===== config.mk =====
export PLATFORM = sky130hd
export DESIGN_NAME = board_update_arbiter
export DESIGN_NICKNAME = d
export VERILOG_FILES = /design/src/rtl/chess_vga_pkg.sv /design/src/rtl/rr_arbiter.sv /design/src/rtl/board_update_arbiter.sv
export SDC_FILE = /design/constraint.sdc
export NUM_CORES = 1
export LEC_CHECK = 0
export ABC_AREA = 1
export CORE_MARGIN = 2
export CORE_UTILIZATION = 41
export DETAILED_ROUTE_END_ITERATION = 10
export GPL_ROUTABILITY_DRIVEN = 0
export MAX_ROUTING_LAYER = met4
export PLACE_DENSITY = 0.77
export SLEW_MARGIN = 20
export SYNTH_ARGS = -nofsm -noshare
export SYNTH_HDL_FRONTEND = slang
export SYNTH_SLANG_ARGS = --single-unit

===== constraint.sdc =====
create_clock -name clk -period 2.05 [get_ports clk]
set_input_delay 0.205 -clock clk [delete_from_list [all_inputs] [get_ports clk]]
set_output_delay 0.205 -clock clk [all_outputs]
set_load 0.005 [all_outputs]

===== src/rtl/chess_vga_pkg.sv =====
// Shared constants for the chess VGA system: display timing, board RAM geometry,
// piece codes and the board-update arbiter state encoding.
package chess_vga_pkg;

    localparam int H_ACTIVE = 640;
    localparam int V_ACTIVE = 480;
    localparam int H_TOTAL  = 800;
    localparam int V_TOTAL  = 525;

    localparam int BOARD_ADDR_W = 6;
    localparam int BOARD_DATA_W = 4;

    // Low three bits select the piece kind, bit 3 marks a black piece.
    localparam logic [3:0] PIECE_EMPTY  = 4'h0;
    localparam logic [3:0] PIECE_PAWN   = 4'h1;
    localparam logic [3:0] PIECE_KNIGHT = 4'h2;
    localparam logic [3:0] PIECE_BISHOP = 4'h3;
    localparam logic [3:0] PIECE_ROOK   = 4'h4;
    localparam logic [3:0] PIECE_QUEEN  = 4'h5;
    localparam logic [3:0] PIECE_KING   = 4'h6;
    localparam logic [3:0] PIECE_BLACK  = 4'h8;

    typedef enum logic [1:0] {
        ST_DISPLAY = 2'd0,
        ST_WINDOW  = 2'd1,
        ST_HOLD    = 2'd2
    } arb_state_t;

endpackage


===== src/rtl/rr_arbiter.sv =====
// Round-robin picker: first unmasked request at or after the pointer wins;
// the pointer moves past the winner only when the caller accepts the grant.
module rr_arbiter #(
    parameter int N_REQ = 4,
    parameter int IDX_W = (N_REQ > 1) ? $clog2(N_REQ) : 1
) (
    input  logic             clk,
    input  logic             rst_n,
    input  logic [N_REQ-1:0] req,
    input  logic [N_REQ-1:0] mask,
    input  logic             advance,
    output logic [N_REQ-1:0] gnt,
    output logic [IDX_W-1:0] gnt_idx,
    output logic             any_gnt
);

    logic [IDX_W-1:0] ptr_q, ptr_d;
    logic [N_REQ-1:0] elig;

    assign elig = req & ~mask;

    always_comb begin : pick
        logic [IDX_W:0]   sum;
        logic [IDX_W-1:0] idx;
        gnt     = '0;
        gnt_idx = '0;
        any_gnt = 1'b0;
        sum     = '0;
        idx     = '0;
        for (int i = 0; i < N_REQ; i++) begin
            sum = {1'b0, ptr_q} + (IDX_W+1)'(i);
            if (sum >= (IDX_W+1)'(N_REQ)) begin
                sum = sum - (IDX_W+1)'(N_REQ);
            end
            idx = sum[IDX_W-1:0];
            if (!any_gnt && elig[idx]) begin
                any_gnt  = 1'b1;
                gnt[idx] = 1'b1;
                gnt_idx  = idx;
            end
        end
    end

    always_comb begin
        ptr_d = ptr_q;
        if (advance && any_gnt) begin
            ptr_d = (gnt_idx == IDX_W'(N_REQ - 1)) ? '0 : gnt_idx + 1'b1;
        end
    end

    always_ff @(posedge clk or negedge rst_n) begin
        if (!rst_n) begin
            ptr_q <= '0;
        end else begin
            ptr_q <= ptr_d;
        end
    end

endmodule


===== src/rtl/board_update_arbiter.sv =====
// Shares the board RAM write port among N_REQ requesters, granting writes only
// inside the vertical blanking window with a per-frame write budget.
module board_update_arbiter
    import chess_vga_pkg::*;
#(
    parameter int N_REQ          = 4,
    parameter int ADDR_W         = BOARD_ADDR_W,
    parameter int DATA_W         = BOARD_DATA_W,
    parameter int WIN_START_LINE = 480,
    parameter int WIN_END_LINE   = 524,
    parameter int MAX_WR         = 32
) (
    input  logic                      clk,
    input  logic                      rst,
    input  logic [9:0]                vcount,
    input  logic [9:0]                hcount,
    input  logic [N_REQ-1:0]          req,
    input  logic [N_REQ*ADDR_W-1:0]   req_addr,
    input  logic [N_REQ*DATA_W-1:0]   req_data,
    output logic [N_REQ-1:0]          ack,
    output logic                      wr_en,
    output logic [ADDR_W-1:0]         wr_addr,
    output logic [DATA_W-1:0]         wr_data,
    output logic                      frame_tick,
    output logic                      budget_hit
);

    localparam int               IDX_W       = (N_REQ > 1) ? $clog2(N_REQ) : 1;
    localparam int               CNT_W       = $clog2(MAX_WR + 1);
    localparam logic [CNT_W-1:0] CNT_MAX     = CNT_W'(MAX_WR);
    localparam logic [9:0]       WIN_START_V = 10'(WIN_START_LINE);
    localparam logic [9:0]       WIN_END_V   = 10'(WIN_END_LINE);

    function automatic logic [CNT_W-1:0] sat_inc(input logic [CNT_W-1:0] c);
        return (c == CNT_MAX) ? c : c + 1'b1;
    endfunction

    arb_state_t        state_q, state_d;
    logic [CNT_W-1:0]  cnt_q, cnt_d;
    logic [N_REQ-1:0]  ack_q, ack_d;
    logic              wr_en_q, wr_en_d;
    logic [ADDR_W-1:0] wr_addr_q, wr_addr_d;
    logic [DATA_W-1:0] wr_data_q, wr_data_d;
    logic              frame_tick_q, frame_tick_d;

    logic              win_open;
    logic              grant_en;
    logic [N_REQ-1:0]  gnt;
    logic [IDX_W-1:0]  gnt_idx;
    logic              any_gnt;

    // The window is line-based; the pixel position never affects a decision.
    logic unused_hcount;
    assign unused_hcount = ^hcount;

    assign win_open = (vcount >= WIN_START_V) && (vcount <= WIN_END_V);

    // Masking with the in-flight ack stops a level request being granted twice.
    rr_arbiter #(
        .N_REQ (N_REQ),
        .IDX_W (IDX_W)
    ) u_rr (
        .clk     (clk),
        .rst_n   (rst),
        .req     (req),
        .mask    (ack_q),
        .advance (grant_en),
        .gnt     (gnt),
        .gnt_idx (gnt_idx),
        .any_gnt (any_gnt)
    );

    always_comb begin
        state_d      = state_q;
        cnt_d        = cnt_q;
        frame_tick_d = 1'b0;
        grant_en     = 1'b0;
        case (state_q)
            ST_DISPLAY: begin
                if (win_open) begin
                    state_d      = ST_WINDOW;
                    frame_tick_d = 1'b1;
                    cnt_d        = '0;
                end
            end
            ST_WINDOW: begin
                if (!win_open) begin
                    state_d = ST_DISPLAY;
                end else if (any_gnt) begin
                    grant_en = 1'b1;
                    cnt_d    = sat_inc(cnt_q);
                    if (cnt_d == CNT_MAX) begin
                        state_d = ST_HOLD;
                    end
                end
            end
            ST_HOLD: begin
                if (!win_open) begin
                    state_d = ST_DISPLAY;
                end
            end
            default: state_d = ST_DISPLAY;
        endcase
    end

    always_comb begin
        ack_d     = grant_en ? gnt : '0;
        wr_en_d   = grant_en;
        wr_addr_d = wr_addr_q;
        wr_data_d = wr_data_q;
        if (grant_en) begin
            wr_addr_d = req_addr[int'(gnt_idx)*ADDR_W +: ADDR_W];
            wr_data_d = req_data[int'(gnt_idx)*DATA_W +: DATA_W];
        end
    end

    always_ff @(posedge clk or negedge rst) begin
        if (!rst) begin
            state_q      <= ST_DISPLAY;
            cnt_q        <= '0;
            ack_q        <= '0;
            wr_en_q      <= 1'b0;
            wr_addr_q    <= '0;
            wr_data_q    <= '0;
            frame_tick_q <= 1'b0;
        end else begin
            state_q      <= state_d;
            cnt_q        <= cnt_d;
            ack_q        <= ack_d;
            wr_en_q      <= wr_en_d;
            wr_addr_q    <= wr_addr_d;
            wr_data_q    <= wr_data_d;
            frame_tick_q <= frame_tick_d;
        end
    end

    assign ack        = ack_q;
    assign wr_en      = wr_en_q;
    assign wr_addr    = wr_addr_q;
    assign wr_data    = wr_data_q;
    assign frame_tick = frame_tick_q;
    assign budget_hit = (state_q == ST_HOLD);

endmodule


==> results of run 1 <==
[metal layers]
metal	wire length, µm	vias up
met4	214	0
met1	2900	1215
met2	3610	102
li1	-	1253
met3	355	23
met5	0	-
[synthesized netlist by cell type (all sizes together)]
| cell type | n |
|---|---|
| a21oi | 2 |
| a22o | 1 |
| a31oi | 1 |
| a41oi | 4 |
| buf | 12 |
| dfrtp | 26 |
| ha | 10 |
| inv | 62 |
| nand2 | 109 |
| nand3 | 69 |
| nand3b | 4 |
| nand4 | 6 |
| nor2 | 6 |
| nor3 | 3 |
| o211ai | 1 |
| o21ai | 8 |
| or2 | 1 |
| xor2 | 5 |
[final cells by class]
cell class / count / area, µm² / area share, %
Clock buffer: 3 / 41.3 / 1.12
Timing Repair Buffer: 108 / 1150 / 31.2
Multi-Input combinational cell: 233 / 1480 / 40.3
Clock inverter: 1 / 30.0 / 0.815
Tap cell: 70 / 87.6 / 2.38
Sequential cell: 26 / 653 / 17.7
Inverter: 62 / 238 / 6.45
[cells by family (layout without fill, tap and decap cells)]
kind of cell / count (synthesis) / in the layout / share of synthesized area [%]
DFF: 26 / 26 / 29.4
buffers and inverters: 74 / 174 / 15.7
AOI/OAI and AO/OA: 17 / 17 / 5.55
adders and majority gates: 10 / 10 / 5.66
and+or+nand+nor: 198 / 201 / 41.7
xor gates and xnor gates: 5 / 5 / 1.98
[metrics by stage]
stage | hold slack [ns] | total power [mW] | setup TNS (ns)
3_5_place_dp | 0.478 | 1.31 | -1.41
3_3_place_gp | 0.472 | 1.29 | -0.692
5_1_grt | 0.330 | 2.08 | -1.23
2_1_floorplan | -0.0906 | 1.02 | 0
6_report | 0.288 | 1.97 | -0.186
4_1_cts | 0.305 | 1.74 | -0.0114
[timing repair]
action                                 4_1_cts  5_1_grt
setup endpoints to repair                   15       21
setup buffers                                0        6
endpoints found under the hold margin        0        0
cloned                                       0        8
gates resized for setup                      3       57
pin swaps                                    1       35
[power groups by stage]
stage               Clock (mW)  Combinational, mW  Sequential [mW]
finish                   0.428              0.977            0.567
global placement             0              0.714            0.575
floorplan                    0              0.445            0.577
CTS                      0.428              0.745            0.566
global route             0.453               1.06            0.571
detailed placement           0              0.732            0.575
[registers in the layout (all words and copies together), names as in the netlist]
| register | count |
|---|---|
| state_q | 2 |
| wr_en | 1 |
| frame_tick | 1 |
| wr_addr | 6 |
| u_rr.ptr_q | 2 |
| ack | 4 |
| wr_data | 4 |
| cnt_q | 6 |
[worst min-delay path by stage]
| stage | start | end | slack (ns) | cells past startpoint |
|---|---|---|---|---|
| after floorplan | rst | ack[0] | -0.09 | 0 |
| after global placement | wr_data[3] | wr_data[3] | 0.47 | 2 |
| after detailed placement | wr_addr[1] | wr_addr[1] | 0.48 | 2 |
| after CTS | rst | frame_tick | 0.30 | 2 |
| after global routing | rst | cnt_q[5] | 0.33 | 2 |
| final | rst | frame_tick | 0.29 | 2 |
[worst max-delay path, cell delays in order (launching register included)]
cell and delay [ns]:
sky130_fd_sc_hd__dfrtp_2 0.44, sky130_fd_sc_hd__buf_4 0.17, sky130_fd_sc_hd__nand3_2 0.11, sky130_fd_sc_hd__nand3_2 0.10
sky130_fd_sc_hd__nand2_4 0.11, sky130_fd_sc_hd__inv_1 0.07, sky130_fd_sc_hd__a21oi_1 0.15, sky130_fd_sc_hd__nand2_1 0.11
sky130_fd_sc_hd__nand2_4 0.19, sky130_fd_sc_hd__buf_12 0.14, sky130_fd_sc_hd__nand2_8 0.07, sky130_fd_sc_hd__nand2_1 0.08
sky130_fd_sc_hd__nand3_2 0.08, sky130_fd_sc_hd__nand2_1 0.08, sky130_fd_sc_hd__nand2_1 0.06, sky130_fd_sc_hd__nand2_1 0.05
==> flow_summary.json, run 1 <==
{
  "grt_util_met3_pct": 1.74,
  "syn_avg_cell_area_um2": 6.70,
  "cts_made_buffers": 3,
  "chipHeight_um": 77.4,
  "worstSetupEndpoint": "wr_addr[0]",
  "max_freq_mhz": 479,
  "clock_tree.htree_level_count": 1,
  "synth_area_leaders": "sky130_fd_sc_hd__dfrtp_1 29%, sky130_fd_sc_hd__nand2_1 18%, sky130_fd_sc_hd__nand3_1 15%",
  "routed_wl_mm": 7.07,
  "area_growth_syn_to_layout_pct": 66.6,
  "worst_setup_hold_path_clk_slew_ns": 0.09,
  "rows": 26,
  "finalClockSkew_ns": 0.00143,
  "initialDrtViolationCount": 152,
  "grt_pass1_vias": 2247,
  "finalMaxSlewViolations": 0,
  "viasPerCell": 5.16,
  "crit_start": "u_rr.ptr_q[0]",
  "cell_internal_pwr_mw": 1.27,
  "outcome": "complete, but fails checks",
  "power.share.sequential_pct": 28.8,
  "use_met1_pct": 25.3,
  "slew-limit-headroom_pct": 69.7,
  "crit_path_max_fanout": 11,
  "crit-reg2reg-capture": "wr_addr[0]",
  "violated_checks": "negative setup slack",
  "p_sw_share_pct": 35.4,
  "timing.max_cap.violations": 0,
  "post_synthesis_cell_area_um2": 2210,
  "synth_largest_type_area_fraction_pct": 29.4,
  "detail_route.drc_violations": 0,
  "grt_most_used_layer": "met2",
  "synth-seq-cells": 26,
  "synthesis.nets": 406,
  "grt_setup_unrepaired": "true",
  "grt_max_degree": 27,
  "most-common-layout-cells": "97 x sky130_fd_sc_hd__nand2_1, 72 x sky130_fd_sc_hd__clkdlybuf4s50_1, 57 x sky130_fd_sc_hd__inv_1",
  "dp_worst_setup_slack_ns": -0.121,
  "period_needed_ns": 2.09,
  "postLayoutCoreUtil_pct": 71.7,
  "clk_path_buf_depth": 2,
  "power_density_of_the_placed_cells_nw_per_um2": 535,
  "timing.reg2reg.setup_slack_ns": -0.04,
  "worst-slew-pin-transition_ns": 0.454,
  "wl_per_cell_um": 14.1,
  "hold_viol_final": 0,
  "hp-class": "in2async",
  "synthCells": 330,
  "finish.cell_count_without_fillers": 503,
  "ff2ff_path_depth": 15,
  "yosys.cell_types.count": 28,
  "seq_area_frac_synth_pct": 29.4,
  "die_area_um2": 6000,
  "number_of_buffers_inserted_by_port_buffering": 72,
  "routed-via-count": 2593,
  "timing.final.crit_share_pct": 102,
  "num-fill-cells": 391,
  "tritoncts": "yes",
  "first_pass_grt_wire_length_mm": 9.74,
  "cp_class": "reg2reg",
  "cts.sinks": 26,
  "dpl.cell_count": 485,
  "worst_ep_arrival_time_ns": 2.31,
  "start_util_pct": 43.0,
  "die_x_um": 77.4,
  "placement.cell_area_um2": 3180,
  "clock_insertion_delay_worst_skew_ns": 0.27,
  "comb_pwr_share_pct": 49.5,
  "critical_path.endpoint_type": "flop",
  "finalSetupViolations": 9,
  "postLayoutCellArea_um2": 3680,
  "worst_slack_ns": -0.0377,
  "antenna_found_initial": 0,
  "io_pins": 83,
  "global_route.overflow_total": 0,
  "total_leakage_power_nw": 1.86,
  "detailedPlacementHpwl_mm": 4.61,
  "design.final.nets": 510,
  "clock_power_share_pct": 21.7,
  "global_route.usage.met2_pct": 33.6,
  "antenna_violating_nets_post_route": 0,
  "switching_power_mw": 0.698,
  "worst_setup_path_start_kind": "flop",
  "core-area_um2": 5140,
  "antenna_cells_inserted": 0,
  "clk_root_buffer_cell": "sky130_fd_sc_hd__clkbuf_8",
  "post_route_cells_drive_above_1_share_pct": 23.3,
  "mostFrequentLayoutCell": "sky130_fd_sc_hd__nand2_1",
  "grt_usage_pct": 20.0,
  "firstDrtPassIters": 4,
  "cp_data_required_time_ns": 2.27,
  "worst_r2r_startpoint": "u_rr.ptr_q[0]",
  "ir_worst_vdd_mv": 0.381,
  "synthesis.yosys.warnings": 0,
  "post-synth-top-area-cell": "sky130_fd_sc_hd__dfrtp_1",
  "cts_hold_repair.buffers": 0
}
Note: power is estimated with default switching activity, not from simulation.
==> run 2, diff against run 1 <==
--- a/config.mk
+++ b/config.mk
@@ -10,7 +10,6 @@
 export CORE_UTILIZATION = 41
 export DETAILED_ROUTE_END_ITERATION = 10
 export GPL_ROUTABILITY_DRIVEN = 0
-export MAX_ROUTING_LAYER = met4
 export PLACE_DENSITY = 0.77
 export SLEW_MARGIN = 20
 export SYNTH_ARGS = -nofsm -noshare
==> flow_summary.json, run 2 (synthesis gave the netlist of run 1 again) <==
{
  "worst_slack_ns": -0.0623,
  "dp_worst_setup_slack_ns": -0.121,
  "postLayoutCellArea_um2": 3650,
  "timing.reg2reg.setup_slack_ns": -0.06,
  "mostFrequentLayoutCell": "sky130_fd_sc_hd__nand2_1",
  "setup_tns_after_final_layout_ns": -0.210,
  "dpl.cell_count": 485,
  "clock_tree.htree_level_count": 1,
  "antenna_found_initial": 0,
  "outcome": "complete, but fails checks",
  "path_common_cell": "sky130_fd_sc_hd__nand2_1",
  "chipHeight_um": 77.4,
  "antenna_violating_nets_post_route": 0,
  "post_route_cells_drive_above_1_share_pct": 21.5,
  "max_freq_mhz": 473,
  "worst_ep_arrival_time_ns": 2.33,
  "crit-reg2reg-capture": "wr_addr[4]",
  "routed-via-count": 2603,
  "most-common-layout-cells": "98 x sky130_fd_sc_hd__nand2_1, 72 x sky130_fd_sc_hd__clkdlybuf4s50_1, 57 x sky130_fd_sc_hd__inv_1",
  "timing.critical_path.slowest_stage_cell": "sky130_fd_sc_hd__dfrtp_2",
  "cp_class": "reg2reg",
  "crit_path_max_fanout": 11,
  "detailedPlacementHpwl_mm": 4.61,
  "timing.max_cap.violations": 0,
  "viasPerCell": 5.17,
  "switching_power_mw": 0.691,
  "placement.cell_area_um2": 3180,
  "finalSetupViolations": 9,
  "area_growth_syn_to_layout_pct": 64.9,
  "io_pins": 83,
  "clk_root_buffer_cell": "sky130_fd_sc_hd__clkbuf_8",
  "detail_route.drc_violations": 0,
  "rows": 26,
  "cell_internal_pwr_mw": 1.27,
  "violated_checks": "negative setup slack",
  "cts_made_buffers": 3,
  "p_sw_share_pct": 35.3,
  "worstPathCellList": "buf_4 > nand3_2 > nand3_2 > nand2_4 > inv_1 > a21oi_1 > nand2_1 > nand2_4 > buf_12 > nand2_8 > nand2_1 > nand3_1 > nand2_1 > nand2_1 > nand2_1",
  "power.share.sequential_pct": 28.9,
  "tritoncts": "yes",
  "finish.cell_count_without_fillers": 503,
  "start_util_pct": 43.0,
  "clock_power_share_pct": 21.8,
  "ff2ff_path_depth": 15,
  "slew-limit-headroom_pct": 70.5,
  "worst-slew-pin-transition_ns": 0.442,
  "hold_viol_final": 0,
  "number_of_buffers_inserted_by_port_buffering": 72,
  "die_area_um2": 6000,
  "timing.critical_path.slowest_cell_delay_ns": 0.44,
  "hp-class": "in2async",
  "clk_path_buf_depth": 2,
  "ir_worst_vdd_mv": 0.381,
  "grt_pass1_vias": 2266,
  "finalMaxSlewViolations": 0,
  "antenna_cells_inserted": 0,
  "worst_setup_hold_path_clk_slew_ns": 0.09,
  "firstDrtPassIters": 4,
  "cp_data_required_time_ns": 2.27,
  "crit_start": "u_rr.ptr_q[0]",
  "worst_r2r_startpoint": "u_rr.ptr_q[0]",
  "finalClockSkew_ns": 0.00118,
  "power_density_of_the_placed_cells_nw_per_um2": 537,
  "global_route.overflow_total": 0,
  "total_leakage_power_nw": 1.84,
  "grt_max_degree": 27,
  "grt_setup_unrepaired": "true",
  "cts.sinks": 26,
  "wl_per_cell_um": 13.9,
  "grt_usage_pct": 19.4,
  "initialDrtViolationCount": 124,
  "worst_setup_path_start_kind": "flop",
  "routed_wl_mm": 6.98,
  "design.final.nets": 510,
  "timing.final.crit_share_pct": 103,
  "clock_insertion_delay_worst_skew_ns": 0.27,
  "first_pass_grt_wire_length_mm": 9.68,
  "period_needed_ns": 2.11,
  "die_x_um": 77.4,
  "core-area_um2": 5140,
  "critical_path.endpoint_type": "flop",
  "comb_pwr_share_pct": 49.3
}
-- run 2: cell count changes in the layout (fill, tap and decap cells not counted) --
| cell | delta |
|---|---|
| sky130_fd_sc_hd__nand3_1 | +7 |
| sky130_fd_sc_hd__nand2_2 | -1 |
| sky130_fd_sc_hd__nand3_2 | -7 |
| sky130_fd_sc_hd__nand2_1 | +1 |
-- run 2: final cells by class --
type	instances	area (µm²)
Clock buffer	3	41.3
Clock inverter	1	30.0
Fill cell	403	1490
Inverter	62	238
Multi-Input combinational cell	233	1450
Sequential cell	26	653
Tap cell	70	87.6
Timing Repair Buffer	108	1150
-- run 2: how the worst max path moves through the flow --
stage	end	slack, ns
2_1_floorplan	cnt_q[0]	0.02
3_3_place_gp	wr_addr[3]	-0.08
3_5_place_dp	wr_addr[0]	-0.12
4_1_cts	wr_data[0]	-0.007
5_1_grt	wr_addr[5]	-0.14
6_report	wr_addr[4]	-0.06
-- run 2: what timing repair did --
item / CTS / global route
setup buffers: 0 / 6
setup endpoints to repair: 15 / 21
resized for setup: 3 / 49
hold buffers: 0 / 0
pin swaps: 1 / 34
gates cloned: 0 / 8
-- run 2: worst max-delay path: cells and delay by family, from the launching register on --
kind	cells	cell delay, ns
and+or+nand+nor	11	1.08
DFF	1	0.44
buffers and inverters	3	0.38
AOI/OAI and AO/OA	1	0.15
-- run 2: power groups by stage --
stage / Sequential [mW] / Combinational (mW) / Clock, mW
3_3_place_gp: 0.575 / 0.714 / 0
5_1_grt: 0.571 / 1.04 / 0.453
2_1_floorplan: 0.577 / 0.445 / 0
3_5_place_dp: 0.575 / 0.732 / 0
4_1_cts: 0.566 / 0.745 / 0.428
6_report: 0.567 / 0.966 / 0.426
-- run 2: layer usage --
layer	track usage, %	vias up	part of all wire (%)
met5	0	-	0
met1	24.8	1230	42
met2	33.5	96	51
met3	1.63	20	4.3
met4	8.04	0	3.2
li1	-	1257	-
-- run 2: metrics by stage --
stage	power, mW	utilization [%]	hold slack [ns]
after global placement	1.29	61.8	0.472
after CTS	1.74	63.5	0.305
after floorplan	1.02	-	-0.0906
after detailed placement	1.31	61.8	0.478
final	1.96	70.9	0.290
after global routing	2.07	70.9	0.326
==> run 3, diff against run 2 <==
--- a/config.mk
+++ b/config.mk
@@ -8,9 +8,10 @@
 export ABC_AREA = 1
 export CORE_MARGIN = 2
 export CORE_UTILIZATION = 41
+export CTS_CLUSTER_DIAMETER = 40
 export DETAILED_ROUTE_END_ITERATION = 10
 export GPL_ROUTABILITY_DRIVEN = 0
-export PLACE_DENSITY = 0.77
+export PLACE_DENSITY = 0.78
 export SLEW_MARGIN = 20
 export SYNTH_ARGS = -nofsm -noshare
 export SYNTH_HDL_FRONTEND = slang
==> flow_summary.json, run 3 (synthesis gave the netlist of run 1 again) <==
{
  "outcome": "finished clean",
  "finish.cell_count_without_fillers": 491,
  "clock_tree.htree_level_count": 1,
  "crit-reg2reg-capture": "wr_data[1]",
  "dpl.cell_count": 479,
  "worstSetupPathDepth": 12,
  "mostFrequentLayoutCell": "sky130_fd_sc_hd__nand2_1",
  "max_freq_mhz": 488,
  "slew-limit-headroom_pct": 73.2,
  "timing.critical_path.slowest_cell_delay_ns": 0.40,
  "area_growth_syn_to_layout_pct": 59.1,
  "ff2ff_path_depth": 12,
  "routed-via-count": 2469,
  "grt_setup_unrepaired": "true",
  "detailedPlacementHpwl_mm": 4.51,
  "start_util_pct": 43.0,
  "finalMaxSlewViolations": 0,
  "antenna_found_initial": 0,
  "design.final.nets": 498,
  "number_of_buffers_inserted_by_port_buffering": 72,
  "dp_worst_setup_slack_ns": -0.0925,
  "worst_setup_hold_path_clk_slew_ns": 0.10,
  "wl_per_cell_um": 13.1,
  "cp_data_required_time_ns": 2.23,
  "die_area_um2": 6000,
  "grt_max_degree": 27,
  "period_needed_ns": 2.05,
  "p_sw_share_pct": 35.0,
  "worst_r2r_startpoint": "u_rr.ptr_q[0]",
  "hold_slack_ns": 0.290,
  "grt_usage_pct": 20.3,
  "global_route.overflow_total": 0,
  "most-common-layout-cells": "86 x sky130_fd_sc_hd__nand2_1, 72 x sky130_fd_sc_hd__clkdlybuf4s50_1, 57 x sky130_fd_sc_hd__inv_1",
  "timing.critical_path.slowest_stage_cell": "sky130_fd_sc_hd__dfrtp_2",
  "cts.sinks": 26,
  "clk_path_buf_depth": 2,
  "antenna_cells_inserted": 0,
  "initialDrtViolationCount": 140,
  "rows": 26,
  "critical_path.endpoint_type": "flop",
  "design_power_total_mw": 1.92,
  "cell_internal_pwr_mw": 1.24,
  "viasPerCell": 5.03,
  "critPathTopFamily": "simple AND/OR/NAND/NOR gates",
  "tritoncts": "yes",
  "worst-slew-pin-transition_ns": 0.401,
  "timing.max_cap.violations": 0,
  "cts_made_buffers": 3,
  "antenna_violating_nets_post_route": 0,
  "clock_power_share_pct": 22.6,
  "finalSetupViolations": 0,
  "clock_insertion_delay_worst_skew_ns": 0.27,
  "detail_route.drc_violations": 0,
  "die_x_um": 77.4,
  "io_pins": 83,
  "cp_class": "reg2reg",
  "num-fill-cells": 438,
  "postLayoutCellArea_um2": 3520,
  "total_area_of_multi_input_combinational_cells_um2": 1420,
  "layout.area.seq_um2": 653,
  "switching_power_mw": 0.671,
  "worst_ep_arrival_time_ns": 2.23,
  "post_route_cells_drive_above_1_share_pct": 20.4,
  "timing.reg2reg.setup_slack_ns": 0.003,
  "total_leakage_power_nw": 1.76,
  "hold_viol_final": 0,
  "worstPathCellList": "inv_4 > ha_4 > nand3_2 > nand2_4 > nand3_4 > or2_4 > buf_6 > nand2_8 > clkinvlp_4 > clkbuf_16 > nand2_2 > nand2_1",
  "placement.cell_area_um2": 3120,
  "chipHeight_um": 77.4,
  "first_pass_grt_wire_length_mm": 10.1,
  "crit_path_max_fanout": 6,
  "core-area_um2": 5140,
  "timing.final.crit_share_pct": 99.9,
  "ir_worst_vdd_mv": 0.255,
  "cp_num_buf_inv": 4,
  "worst_setup_path_start_kind": "flop",
  "comb_pwr_share_pct": 47.8,
  "power.share.sequential_pct": 29.6,
  "hp-class": "in2async",
  "grt_pass1_vias": 2324,
  "power_density_of_the_placed_cells_nw_per_um2": 544,
  "firstDrtPassIters": 4,
  "clk_root_buffer_cell": "sky130_fd_sc_hd__clkbuf_8",
  "worst_slack_ns": 0.00256,
  "postLayoutCoreUtil_pct": 68.5,
  "finalClockSkew_ns": 0.00439,
  "routed_wl_mm": 6.46,
  "setup_tns_after_final_layout_ns": 0
}
## run 3: cell types whose count changed in the layout (fill, tap and decap cells not counted), moves of 2 or more
cell | before | now
sky130_fd_sc_hd__nand2_1 | 98 | 86
sky130_fd_sc_hd__nand2_2 | 5 | 16
sky130_fd_sc_hd__nand3_1 | 45 | 53
sky130_fd_sc_hd__nand3_2 | 22 | 14
sky130_fd_sc_hd__buf_4 | 20 | 14
sky130_fd_sc_hd__buf_12 | 7 | 5
sky130_fd_sc_hd__inv_2 | 3 | 1
## run 3: worst max-delay path by stage
stage | from | to | slack (ns)
2_1_floorplan | u_rr.ptr_q[0] | cnt_q[0] | 0.02
3_3_place_gp | req[1] | state_q[1] | -0.07
3_5_place_dp | req[0] | wr_addr[0] | -0.09
4_1_cts | u_rr.ptr_q[0] | u_rr.ptr_q[1] | -0.009
5_1_grt | u_rr.ptr_q[0] | wr_data[1] | -0.09
6_report | u_rr.ptr_q[0] | wr_data[1] | 0.003
## run 3: routing by layer
metal,global-route usage (%),vias up,wire [µm],part of all wire [%]
met4,8.39,0,147,2.3
met5,0,-,0,0
met2,36.0,67,3350,52
li1,-,1226,-,-
met1,25.1,1164,2730,42
met3,1.98,12,233,3.6
## run 3: repair_timing
action                                  4_1_cts  5_1_grt
cloned                                        0        5
gates resized for setup                       6       48
endpoints found under the setup margin       12       24
buffers inserted                              2        1
hold buffers                                  0        0
endpoints found under the hold margin         0        0
pin swaps                                     2       15
## run 3: cell type report
class                      count  area share [%]
inverter                      62            6.93
timing repair buffer          98            29.7
multi-input combinational    231            40.3
tap                           70            2.49
clock buffer                   3            1.17
sequential                    26            18.6
clock inverter                 1           0.853
## run 3: power by group through the flow
stage               clock network [mW]  logic (mW)  registers (mW)
floorplan                            0       0.445           0.577
global placement                     0       0.716           0.575
detailed placement                   0       0.732           0.576
CTS                              0.433       0.753           0.566
global route                     0.457        1.01           0.571
finish                           0.432       0.916           0.567
## run 3: worst reg2reg max path, delay by kind of cell, from the launching register on
kind | cells | cell delay (ns)
fa+ha+maj | 1 | 0.30
simple gates | 7 | 0.72
buf+inv | 4 | 0.53
flops | 1 | 0.40
==> patch, RTL diff (config.mk and constraints of run 2) <==
Change the package constant `BOARD_ADDR_W` from 6 to 8.
--- a/src/rtl/chess_vga_pkg.sv
+++ b/src/rtl/chess_vga_pkg.sv
@@ -7,7 +7,7 @@
     localparam int H_TOTAL  = 800;
     localparam int V_TOTAL  = 525;
 
-    localparam int BOARD_ADDR_W = 6;
+    localparam int BOARD_ADDR_W = 8;
     localparam int BOARD_DATA_W = 4;
 
     // Low three bits select the piece kind, bit 3 marks a black piece.
Interface: changed (resized req_addr and wr_addr); port bits go from 83 to 93. The function was not compared with the original's and may differ.
==> patch against run 2 <==
The flow still finishes with violations (setup timing). Design area rose by 5.2%. Hold slack improved by 12 ps. Sequential cell count rose by 2. Worst setup slack improved by 32 ps. Total power rose by 13%. Core utilization fell by 5.4 points. Critical path depth fell by 1. Routed wire length rose by 4.9%. Clock power fell by 19%. Synthesized area rose by 11%. Sequential power rose by 9.5%. Count of clock-buffer cells in the layout rose by 1. Synthesized cell count rose by 10%.
==> patch: results (changes against run 2) <==
| Metric | Value |
|---|---|
| Status | complete, but fails checks |
| Failing checks | setup timing |
| Final setup fails | 1 (-8) |
| Wire length on met3 | 364 um (+22%) |
| Vias in the first global route | 2,612 (+15%) |
| M1 WL | 3000 um (+2.2%) |
| Met1 GRT Util | 0.264 (+0.0166) |
| Hpwl dp | 5610 um (+22%) |
| Nets | 559 (+9.6%) |
| Setup ws final | -30.5 ps (+31.7 ps) |
| H-tree depth | 1 (unchanged) |
| Pleak | 1.96 nW (+6.3%) |
| Worst slew margin | 0.760 (+0.0549) |
| CP max FO | 7 (-4) |
| Post-Place Cell Area | 3590 um^2 (+13%) |
| Synth top area cells | dfrtp_1 28%, nand2_1 18%, inv_1 11% |
| Post-synthesis cell count | 364 (+10%) |
| Switching Share | 0.388 (+0.0355) |
| XOR/XNOR share of the synthesized area | 0.0107 (-0.00914) |
| Worst Setup Slack post-DPL | -94.8 ps (+26.4 ps) |
| Synth unique cells | 30 (+7.1%) |
| Reg2reg setup slack | -30 ps (+30 ps) |
| Setup Skew | 2.03 ps (+0.846 ps) |
| Global-route wire length before repair | 11,000 um (+14%) |
| Starting DRC count in detailed routing | 174 (+40%) |
| Register area | 702 um^2 (+7.5%) |
| Reg2Reg Depth | 14 (-1) |
| Met3 usage | 0.0176 (+0.00130) |
| Setup TNS Final | -30.5 ps (+180 ps) |
| Met2 routed WL | 3830 um (+8.3%) |
| Final hold slack | 302 ps (+12.1 ps) |
| Placed Cells | 541 (+12%) |
| R2r startpoint | u_rr.ptr_q[1] |
| Delay of the slowest critical-path stage | 400 ps (-40 ps) |
| Post-Synth Adder-Cell Area | 0.0508 (-0.00581) |
| Largest net degree at the start of global routing | 29 (+7.4%) |
| Reg2reg end | wr_addr[3] |
| Final std cells w/o fill | 549 (+9.1%) |
| Met2 Use GR | 0.365 (+0.0300) |
| Fill cells | 476 (+18%) |
==> patch: cell types whose count changed in the layout (fill, tap and decap cells not counted), moves of 7 or more <==
cell	before	now
clkdlybuf4s50_1	72	82
nand3_1	45	28
inv_1	57	68
buf_4	20	27
nand3_2	22	14
nand4_1	6	28
nand2_1	98	111
==> patch: how the worst max path moves through the flow <==
| stage | start | end |
|---|---|---|
| after floorplan | u_rr.ptr_q[1] | u_rr.ptr_q[1] |
| after global placement | req[1] | wr_addr[4] |
| after global routing | u_rr.ptr_q[1] | wr_addr[3] |
| final | u_rr.ptr_q[1] | wr_addr[3] |
| after detailed placement | req[0] | wr_addr[2] |
| after CTS | u_rr.ptr_q[1] | wr_addr[4] |
==> patch: power by group through the flow <==
stage | sequential [mW] | clock (mW) | combinational (mW)
6_report | 0.621 | 0.346 | 1.26
3_3_place_gp | 0.629 | 0 | 1.07
3_5_place_dp | 0.631 | 0 | 1.10
5_1_grt | 0.626 | 0.373 | 1.36
4_1_cts | 0.620 | 0.353 | 1.12
2_1_floorplan | 0.631 | 0 | 0.659
==> patch: layout make-up <==
class,count,area share
multi-input combinational,248,0.393
sequential,28,0.183
inverter,74,0.0767
clock buffer,4,0.0144
tap,75,0.0245
timing repair buffer,120,0.308
==> patch: timing repair <==
item,4_1_cts,5_1_grt
gates resized for setup,3,32
setup endpoints to repair,6,18
cloned,0,1
pin swaps,3,15
setup buffers,1,2
==> patch: worst reg2reg max path: cells and delay by family, from the launching register on <==
kind | cells | cell delay [ps]
AO/OA/AOI/OAI | 1 | 220
adder cells (fa/ha/maj) | 1 | 260
buffers and inverters | 3 | 340
flip-flops | 1 | 400
AND/OR/NAND/NOR | 9 | 800
